[config.mk]
export PLATFORM = sky130hd
export DESIGN_NAME = snn_stage_seq
export DESIGN_NICKNAME = d
export VERILOG_FILES = /design/src/rtl/snn_stage_seq.sv
export SDC_FILE = /design/constraint.sdc
export NUM_CORES = 1
export LEC_CHECK = 0
export CELL_PAD_IN_SITES_DETAIL_PLACEMENT = 2
export CELL_PAD_IN_SITES_GLOBAL_PLACEMENT = 2
export CORE_UTILIZATION = 26
export DETAILED_ROUTE_END_ITERATION = 16
export PLACE_DENSITY = 0.83
export SLEW_MARGIN = 15
export SYNTH_ARGS = -nofsm -noshare
export SYNTH_HDL_FRONTEND = slang
export SYNTH_SLANG_ARGS = --single-unit
[constraint.sdc]
create_clock -name clk -period 2.4 [get_ports clk]
set_input_delay 0.48 -clock clk [delete_from_list [all_inputs] [get_ports clk]]
set_output_delay 0.48 -clock clk [all_outputs]
set_load 0.005 [all_outputs]
[src/rtl/snn_stage_seq.sv]
// snn_stage_seq: top-level sequencer for the SNN inference datapath.
// Captures the serial input stream, then runs conv/quant/pool/dense/dense-quant
// once per image with start/done handshakes, latches vector 0 between the two
// passes and times the distance/activation tail before strobing the result.
// Optional macro SNN_SEQ_WATCHDOG_EN adds a per-stage watchdog and sticky wd_err.
module snn_stage_seq #(
  parameter int unsigned LOAD_LEN = 72,
  parameter int unsigned N_STG    = 5,
  parameter int unsigned FIN_LAT  = 2
`ifdef SNN_SEQ_WATCHDOG_EN
  , parameter int unsigned WD_LEN = 64
`endif
) (
  input  logic             clk,
  input  logic             rst_n,
  input  logic             in_valid,
  input  logic [N_STG-1:0] stage_done,
  output logic             load_we,
  output logic [6:0]       load_addr,
  output logic [N_STG-1:0] stage_start,
  output logic             img_sel,
  output logic             vec0_latch,
  output logic             fin_start,
  output logic             out_strobe,
  output logic             busy,
  output logic [2:0]       state_o
`ifdef SNN_SEQ_WATCHDOG_EN
  , output logic           wd_err
`endif
);

  localparam int unsigned ADDR_W = 7;
  localparam int unsigned FCNT_W = $clog2(FIN_LAT + 1);
  localparam logic [ADDR_W-1:0] LAST_ADDR = ADDR_W'(LOAD_LEN - 1);

  typedef enum logic [2:0] {
    IDLE = 3'd0, LOAD = 3'd1, CONV = 3'd2, QUAN = 3'd3,
    POOL = 3'd4, DENS = 3'd5, QUAD = 3'd6, FIN  = 3'd7
  } state_t;

  state_t              state, state_n;
  logic [ADDR_W-1:0]   addr_n;
  logic [N_STG-1:0]    start_n, cur_oh;
  logic                img_n, vec0_n, fin_n, strobe_n, done_hit;
  logic [FCNT_W-1:0]   fcnt, fcnt_n;

`ifdef SNN_SEQ_WATCHDOG_EN
  localparam int unsigned WD_W = $clog2(WD_LEN);
  logic [WD_W-1:0] wd_cnt, wd_cnt_n;
  logic            wd_n, in_stage;
  assign in_stage = |cur_oh;
`endif

  assign state_o = 3'(state);
  assign load_we = in_valid && ((state == IDLE) || (state == LOAD));

  // One-hot of the engine owned by the current stage state.
  always_comb begin
    cur_oh = '0;
    unique case (state)
      CONV:    cur_oh[0] = 1'b1;
      QUAN:    cur_oh[1] = 1'b1;
      POOL:    cur_oh[2] = 1'b1;
      DENS:    cur_oh[3] = 1'b1;
      QUAD:    cur_oh[4] = 1'b1;
      default: cur_oh = '0;
    endcase
  end

  // Done only counts for the active stage and never on its own start cycle.
  assign done_hit = (|(stage_done & cur_oh)) && !(|stage_start);

  // Next-state and next-output logic.
  always_comb begin
    state_n  = state;
    addr_n   = load_addr;
    start_n  = '0;
    img_n    = img_sel;
    vec0_n   = 1'b0;
    fin_n    = 1'b0;
    strobe_n = 1'b0;
    fcnt_n   = fcnt;
`ifdef SNN_SEQ_WATCHDOG_EN
    wd_cnt_n = wd_cnt;
    wd_n     = wd_err;
`endif
    unique case (state)
      IDLE: if (in_valid) begin
        state_n = LOAD;
        addr_n  = ADDR_W'(1);
      end
      LOAD: if (in_valid) begin
        if (load_addr == LAST_ADDR) begin
          state_n = CONV;
          addr_n  = '0;
          img_n   = 1'b0;
          start_n = N_STG'(1);
        end else begin
          addr_n = load_addr + ADDR_W'(1);
        end
      end
      CONV, QUAN, POOL, DENS: if (done_hit) begin
        state_n = state_t'(3'(state) + 3'd1);
        start_n = cur_oh << 1;
      end
      QUAD: if (done_hit) begin
        if (!img_sel) begin
          state_n = CONV;
          img_n   = 1'b1;
          vec0_n  = 1'b1;
          start_n = N_STG'(1);
        end else begin
          state_n = FIN;
          fin_n   = 1'b1;
          fcnt_n  = '0;
        end
      end
      FIN: begin
        if (fcnt == FCNT_W'(FIN_LAT)) begin
          state_n  = IDLE;
          strobe_n = 1'b1;
          img_n    = 1'b0;
        end else begin
          fcnt_n = fcnt + FCNT_W'(1);
        end
      end
      default: state_n = IDLE;
    endcase
`ifdef SNN_SEQ_WATCHDOG_EN
    if (start_n != '0) begin
      wd_cnt_n = '0;
    end else if (in_stage && !done_hit) begin
      if (wd_cnt == WD_W'(WD_LEN - 1)) begin
        state_n  = IDLE;
        start_n  = '0;
        vec0_n   = 1'b0;
        img_n    = 1'b0;
        wd_n     = 1'b1;
        wd_cnt_n = '0;
      end else begin
        wd_cnt_n = wd_cnt + WD_W'(1);
      end
    end
`endif
  end

  // State register.
  always_ff @(posedge clk) begin
    if (rst_n) state <= IDLE;
    else       state <= state_n;
  end

  // Registered outputs and counters.
  always_ff @(posedge clk) begin
    if (rst_n) begin
      load_addr   <= '0;
      stage_start <= '0;
      img_sel     <= 1'b0;
      vec0_latch  <= 1'b0;
      fin_start   <= 1'b0;
      out_strobe  <= 1'b0;
      busy        <= 1'b0;
      fcnt        <= '0;
`ifdef SNN_SEQ_WATCHDOG_EN
      wd_cnt      <= '0;
      wd_err      <= 1'b0;
`endif
    end else begin
      load_addr   <= addr_n;
      stage_start <= start_n;
      img_sel     <= img_n;
      vec0_latch  <= vec0_n;
      fin_start   <= fin_n;
      out_strobe  <= strobe_n;
      busy        <= (state_n != IDLE);
      fcnt        <= fcnt_n;
`ifdef SNN_SEQ_WATCHDOG_EN
      wd_cnt      <= wd_cnt_n;
      wd_err      <= wd_n;
`endif
    end
  end

endmodule

# After elaboration in Yosys (flattened, before gate mapping)
# Cells that the tools add are included.
[totals] elab_cells=84 latch_bits=0 out_inout_bits=21 n_memories=0 input_bits=8 register_bits=22 mem_bits_ro=0 ramBits=0
[classes] n_eq_ne=16 n_shift=0 bitwise=4 muxes=35 addsub=3 reduce_logical=17 n_div=0 n_mul=0 magnitude_cmp=0
[ops] op="two-way mux 3 bit" n=7
[ops] op="two-way mux 7 bit" n=3
[ops] op="two-way mux 1 bit" n=16
[ops] op="case mux 3 bit (5 select lines)" n=1
[ops] op="case mux 5 bit (3 select lines)" n=1
[ops] op="case mux 7 bit (2 select lines)" n=1
[ops] op="equality test 3 bit (second input constant)" n=4
[ops] op="inequality test 2 bit (second input constant)" n=6
[ops] op="OR reduction 5 bit" n=2
[ops] op="adder 7 x 1 -> 7 bit (second input constant)" n=1
[ops] op="equality test 7 bit (second input constant)" n=1
[ops] op="equality test 3 x 2 -> 1 bit (second input constant)" n=2
[ops] op="two-way mux 2 bit" n=3
[ops] op="nonzero test 3 bit" n=2
[ops] op="AND 5 bit" n=1
[ops] op="two-way mux 5 bit" n=1
[ops] op="AND reduction 5 bit" n=1
[ops] op="case mux 2 bit (2 select lines)" n=1
[ops] op="AND reduction 4 bit" n=1
[ops] op="nonzero test 2 bit" n=2
[ops] op="OR reduction 4 bit" n=1
[ops] op="adder 3 x 1 -> 3 bit (second input constant)" n=1
[ops] op="equality test 3 x 1 -> 1 bit (second input constant)" n=1
[ops] op="zero test 3 bit" n=1
[ops] op="11 further kinds" n=14

# Longest topological paths before layout
[logic_depth] word_depth=8 depth_mapped=9 mapped_depth_nobuf=8

# Worst setup path before layout
# OpenSTA, ideal clock, no wires.
[synth_timing] path_type="register to register" start="register state[0], in the netlist state_o[0]" end="register busy" period_less_slack_ns=2.434 path_stages_with_launch=9 required_time_ns=2.280 t_arrival_ns=2.314 path_buffers=0 setup_slack_ns=-0.034 setup_time_ns=0.120 cell_sequence="dfxtp_1 inv_1 ha_1 a222oi_1 o211ai_2 nand2_4 mux2i_1 or4_1 a211o_1"
[synth_via] elab_chain_cells=8 elab_cells_between_ends=26 cone_classes="1 x add/sub; 7 x eq/ne; 12 x mux; 1 x bitwise; 5 x reduce/logical"
[synth_rtl] item="from (decl)" line="41" text="state_t state, state_n;"
[synth_rtl] item="from (signal assigned)" line="150" text="else state <= state_n;"
[synth_rtl] item="equality test 3 x 2 -> 1 bit / equality test 3 bit (equally long branches)" line="60, 87"
[synth_rtl] item="two-way mux 1 bit" line="60" text="unique case (state)"
[synth_rtl] item="AND 5 bit" line="71" text="assign done_hit = (|(stage_done & cur_oh)) && !(|stage_start);"
[synth_rtl] item="OR reduction 5 bit" line="71"
[synth_rtl] item="logical AND 1 bit" line="71"
[synth_rtl] item="two-way mux 3 bit, on equally long branches" line="106, 102"
[synth_rtl] item="case mux 3 bit (5 select lines) *" line="87" text="unique case (state)"
[synth_rtl] item="nonzero test 3 bit *" line="175" text="busy <= (state_n != IDLE);"
[synth_rtl] item="to (signal assigned)" line="175"
[synth_rtl] item="to (decl)" line="25" text="output logic busy,"
# Every way passes the cells marked *; elsewhere a longest branch is shown, timed or not.
# A chain may end at the register's enable or synchronous reset.

# Worst setup path in the final report
# Ends and elaborated chain as after synthesis.

==> flow_metrics.tcl <==
set metrics [dict create \
    yosysSeqAreaShare 0.353 \
    first_pass_iters 10 \
    die_w_microns 71.2 \
    fin_setup_tns_ns -0.0173 \
    antenna_found_initial 0 \
    yosysUniqueCellTypes 47 \
    layout-drive-gt1-share 0.267 \
    h-tree-depth 1 \
    gp_congestion 0.803 \
    clkTransAtPathRegs_ns 0.09 \
    rsz0062_at_grt "yes" \
    die_h_microns 71.2 \
    finalNonFillerCells 247 \
    nets 214 \
    cts_sinks 22 \
    max_freq_ghz 0.415 \
    cpMostUsedCell "buf_4" \
    cp_max_fo 7 \
    critPathKind "reg -> reg" \
    grt.total_usage 0.208 \
    placed_cells 237 \
    die_area_sq_um 5070 \
    finalPower_mw 1.51 \
    synthCells 144 \
    fillCellCount 482 \
    synth.most_common_cell "dfxtp_1" \
    gr-total-overflow 0 \
    violations "design-rule violations, negative setup slack" \
    syn_nets 162 \
    synth_seq_cells 22 \
    cp_cell_sequence "buf_4 > ha_4 > buf_4 > nand3b_1 > or4_4 > a221o_1 > o31ai_1 > a22o_1 > a211o_1" \
    synth.largest_area_cell "dfxtp_1" \
    hold_violations 0 \
    clock-root-buffer "clkbuf_8" \
    ioPinCount 29 \
    synth_edf_count 0 \
    synthFlopType "dfxtp_1" \
    port_buffers 28 \
    routed_via_density 5.57 \
    clk_latency_ns 0.27 \
    routedWlPerCell_microns 21.2 \
    drc 1 \
    grt_max_degree 13 \
    slew_viol_final 0 \
    grt_pass1_vias 1524 \
    fin_ws_ns -0.0110 \
    wl_mm 5.24 \
    clock_skew_ns 0.00596 \
    core_area_sq_um 4470 \
    cpLargestDelayFamily "compound AO/OA/AOI/OAI gates" \
    setup_viol 2 \
    slew_headroom 0.766 \
    synth_common_cells "22 x dfxtp_1, 14 x nor2_1, 13 x nand2_1, 10 x ha_1" \
    start_util 0.279 \
    cts_buffer_depth 2 \
    dr.first_iter.drc_count 44 \
    min_path_type "reg -> reg" \
    cts_buffers 3 \
    synth-async-reset-ratio 0 \
    startpoint_type "flop" \
    grt_pass1_wl_mm 8.13 \
    cts_tree "done" \
    regArea_sq_um 447 \
    end_kind "flop" \
    ant_nets 0 \
    critPathSlowestCell "or4_4" \
    powerDensity_nw_per_um2 799 \
    leakage_nw 0.735 \
    finalCriticalPeriod_ns 2.41 \
    area_growth_pct 52.0 \
    vdd_ir_drop_max_uv 261 \
    timing.final.crit_share 1.00 \
    row_count 24 \
    synth.area.top_cells "dfxtp_1 35%, ha_1 10%, nor2_1 4.2%, nand2_1 3.9%, and4_1 2.8%" \
    drv_cap 0 \
    crit_buf_inv 2 \
    synth_top_area_frac 0.353 \
    hpwl_mm 3.40 \
    dpl_worst_slack_ns -0.296 \
    syn_area_sq_um 1250 \
    max_stage_delay_ns 0.47 \
    worst_slew_pin_slew_ns 0.350 \
    worstPathRequired_ns 2.61 \
    whs_ns 0.503 \
    diodes 0 \
    yosys_warnings 0 \
    status "finished with violations" \
    worstPathArrival_ns 2.62 \
    vias 1377 \
    multi_input_area_sq_um 841 \
    syn_avg_cell_area_sq_um 8.65 \
]
timing repair:
action                                  4_1_cts  5_1_grt
pin swaps                                     6        7
hold buffers                                  0        0
gates resized for setup                       6       18
endpoints found under the setup margin        4        2
buffers inserted                              3        4
worst register-to-register path, delay by kind of cell (launching register included):
kind	cells	cell delay, ns
flip-flops	1	0.36
buffers and inverters	2	0.32
AO/OA/AOI/OAI	4	0.90
adder cells (fa/ha/maj)	1	0.15
AND/OR/NAND/NOR	2	0.62
path summary, 6_finish.rpt:
| check | slack (ns) | to | start | cells after the start |
|---|---|---|---|---|
| max | -0.01 | busy$_SDFF_PP0_ | state_o[0]$_SDFF_PP0_ | 9 |
| min reg2reg | 0.50 | fcnt[1]$_SDFFE_PP0P_ | fcnt[1]$_SDFFE_PP0P_ | 2 |
| min | 0.50 | fcnt[1]$_SDFFE_PP0P_ | fcnt[1]$_SDFFE_PP0P_ | 2 |
| max reg2reg | -0.01 | busy$_SDFF_PP0_ | state_o[0]$_SDFF_PP0_ | 9 |
power breakdown:
group / switching [mW] / total, mW / leakage, nW / internal, mW
combinational: 0.421 / 0.791 / 0.527 / 0.370
sequential: 0.0385 / 0.442 / 0.180 / 0.403
clock: 0.134 / 0.281 / 0.0288 / 0.147
layer usage:
layer	global-route usage	up-vias	wire, microns
met5	0	-	0
met3	0.0281	15	154
met4	0.0822	0	140
met1	0.277	699	2410
li1	-	630	-
met2	0.343	33	2540
stage by stage:
stage	cell area, sq um	util
floorplan	1250	-
global placement	1710	0.381
detailed placement	1710	0.381
CTS	1800	0.402
global route	1890	0.423
finish	1890	0.423
layout make-up:
cell class,count,share of cell area
multi-input cells,112,0.444
well taps,52,0.0343
flip-flops and latches,22,0.236
clock buffers,4,0.0291
repair buffers,51,0.242
inverters,6,0.0145
placed cells by master, fill, tap and decap left out, types with 5 or more instances in the layout:
cell type / Yosys / routed
a21oi_1: 6 / 6
buf_4: 0 / 22
clkdlybuf4s50_1: 0 / 27
dfxtp_1: 22 / 19
ha_1: 10 / 5
nand2_1: 13 / 13
nand2b_1: 5 / 5
nor2_1: 14 / 13
o21ai_0: 5 / 5
state kept, by name, indices dropped and copies added, names as in the netlist:
name         flops
img_sel          1
busy             1
fin_start        1
state_o          3
load_addr        7
out_strobe       1
fcnt             2
vec0_latch       1
stage_start      5
kinds of logic (layout without fill, tap and decap cells):
| group | after synthesis | after routing | synth area share |
|---|---|---|---|
| flip-flops | 22 | 22 | 0.353 |
| multiplexers | 3 | 3 | 0.0241 |
| adder cells (fa/ha/maj) | 10 | 10 | 0.100 |
| XOR/XNOR | 4 | 4 | 0.0281 |
| buffers and inverters | 10 | 61 | 0.0301 |
| AND/OR/NAND/NOR | 64 | 64 | 0.282 |
| AO/OA/AOI/OAI | 31 | 31 | 0.182 |
Note: power is estimated with default switching activity, not from simulation.
==> variant: new RTL, same flow settings <==
Add a define of `SNN_SEQ_WATCHDOG_EN`.
--- a/src/rtl/snn_stage_seq.sv
+++ b/src/rtl/snn_stage_seq.sv
@@ -4,4 +4,6 @@
 // passes and times the distance/activation tail before strobing the result.
 // Optional macro SNN_SEQ_WATCHDOG_EN adds a per-stage watchdog and sticky wd_err.
+`define SNN_SEQ_WATCHDOG_EN
+
 module snn_stage_seq #(
   parameter int unsigned LOAD_LEN = 72,
Function (old outputs only; new: wd_err): same outputs for any inputs over 10 cycles, from zero or initial values and one cycle with rst_n high; that may be too few to reach the edited logic, so the function may still have changed.
==> variant against the unedited design <==
Worst setup slack improved by 0.13 ns. Critical endpoint unchanged. Design area increased by 21%. Clock skew increased by 0.0038 ns. Wire length increased by 12%. Cell count increased by 28%. Area after synthesis increased by 31%. Total power decreased by 31%. Sequential cell count increased by 7.
==> variant: results (changes against the unedited design) <==
outcome: complete, no violations
htree depth: 2 (+1)
largest net degree at the start of global routing: 20 (+7)
DR pass1 iterations: 4 (-6)
synthesized-area fraction occupied by adder cells: 0.06881 (-0.03159)
max incr delay on CP: 0.43 ns (-0.04 ns)
Post-Syn Instances: 190 (+32%)
DP Worst Slack: -0.09383 ns (+0.2017 ns)
Switching Power: 0.2816 mW (-53%)
Compound-Gate Fraction of Synth Area: 0.2638 (+0.08203)
DP Wirelength: 4474 µm (+32%)
syn_nets: 207 (+28%)
Detailed Route Iter0 Violations: 62 (+41%)
commonest cells in the netlist: dfxtp_1, nor2_1, nand2_1
Post-DP Area: 2138 µm² (+25%)
hold slack: 0.4824 ns (-0.02100 ns)
# Post-CTS Setup Buffers: 0 (-3)
CTS Buf Count: 5 (+2)
XOR/XNOR Fraction of Synth Area: 0.03211 (+0.003998)
Slew headroom: 0.6828 (-0.08285)
per-cell routed wire length: 18.61 µm (-12%)
first-pass GRT wire length: 9066 µm (+12%)
flop-to-flop setup slack: 0.12 ns (+0.13 ns)
layout filler cell count: 666 (+38%)
Worst R2R Path Depth: 7 (-2)
==> variant: layout make-up <==
type | count | area (µm²) | share of cell area
clock buffer | 6 | 72.57 | 0.03164
clock inverter | 2 | 10.01 | 0.004364
inverter | 10 | 37.54 | 0.01637
multi-input combinational | 145 | 1059 | 0.4615
sequential | 29 | 581.8 | 0.2537
tap | 75 | 93.84 | 0.04092
timing repair buffer | 49 | 439.2 | 0.1915
==> variant: routing by layer <==
layer / part of all wire / routed length (µm) / vias up / global-route usage
met3: 0.027 / 157 / 16 / 0.03933
met2: 0.52 / 3055 / 30 / 0.3417
met4: 0.021 / 121 / 0 / 0.07679
met5: 0 / 0 / - / 0
met1: 0.43 / 2547 / 837 / 0.2099
li1: - / - / 793 / -
==> variant: logic make-up (layout without fill, tap and decap cells) <==
group,after synthesis,in the layout
compound gates,55,55
fa+ha+maj,9,9
buf+inv,16,67
flops,29,29
xor+xnor,6,6
simple gates,74,74
mux,1,1
==> variant: worst reg2reg max path: stages (launching register included) <==
cell and delay (ns):
dfxtp_1 0.42, inv_1 0.15, ha_4 0.20, a22o_4 0.25, a221o_1 0.43, a31o_2 0.27, o31ai_4 0.33, a41oi_1 0.08
==> variant: power groups by stage <==
stage	combinational, mW	sequential, mW	clock (mW)
3_3_place_gp	0.122	0.504	0
5_1_grt	0.149	0.495	0.435
4_1_cts	0.134	0.494	0.417
6_report	0.139	0.495	0.405
2_1_floorplan	0.0636	0.503	0
3_5_place_dp	0.127	0.504	0
==> variant: worst paths after layout <==
path                          from                   end
min reg2reg   fcnt[0]$_SDFFE_PP0P_  fcnt[0]$_SDFFE_PP0P_
min           fcnt[0]$_SDFFE_PP0P_  fcnt[0]$_SDFFE_PP0P_
max          state_o[1]$_SDFF_PP0_       busy$_SDFF_PP0_
max reg2reg  state_o[1]$_SDFF_PP0_       busy$_SDFF_PP0_
==> variant: what timing repair did <==
item | in CTS | in global routing
pin swaps | 0 | 0
hold buffers | 0 | 0
endpoints found under the setup margin | 1 | 10
gates resized for setup | 8 | 11
gates cloned | 0 | 0
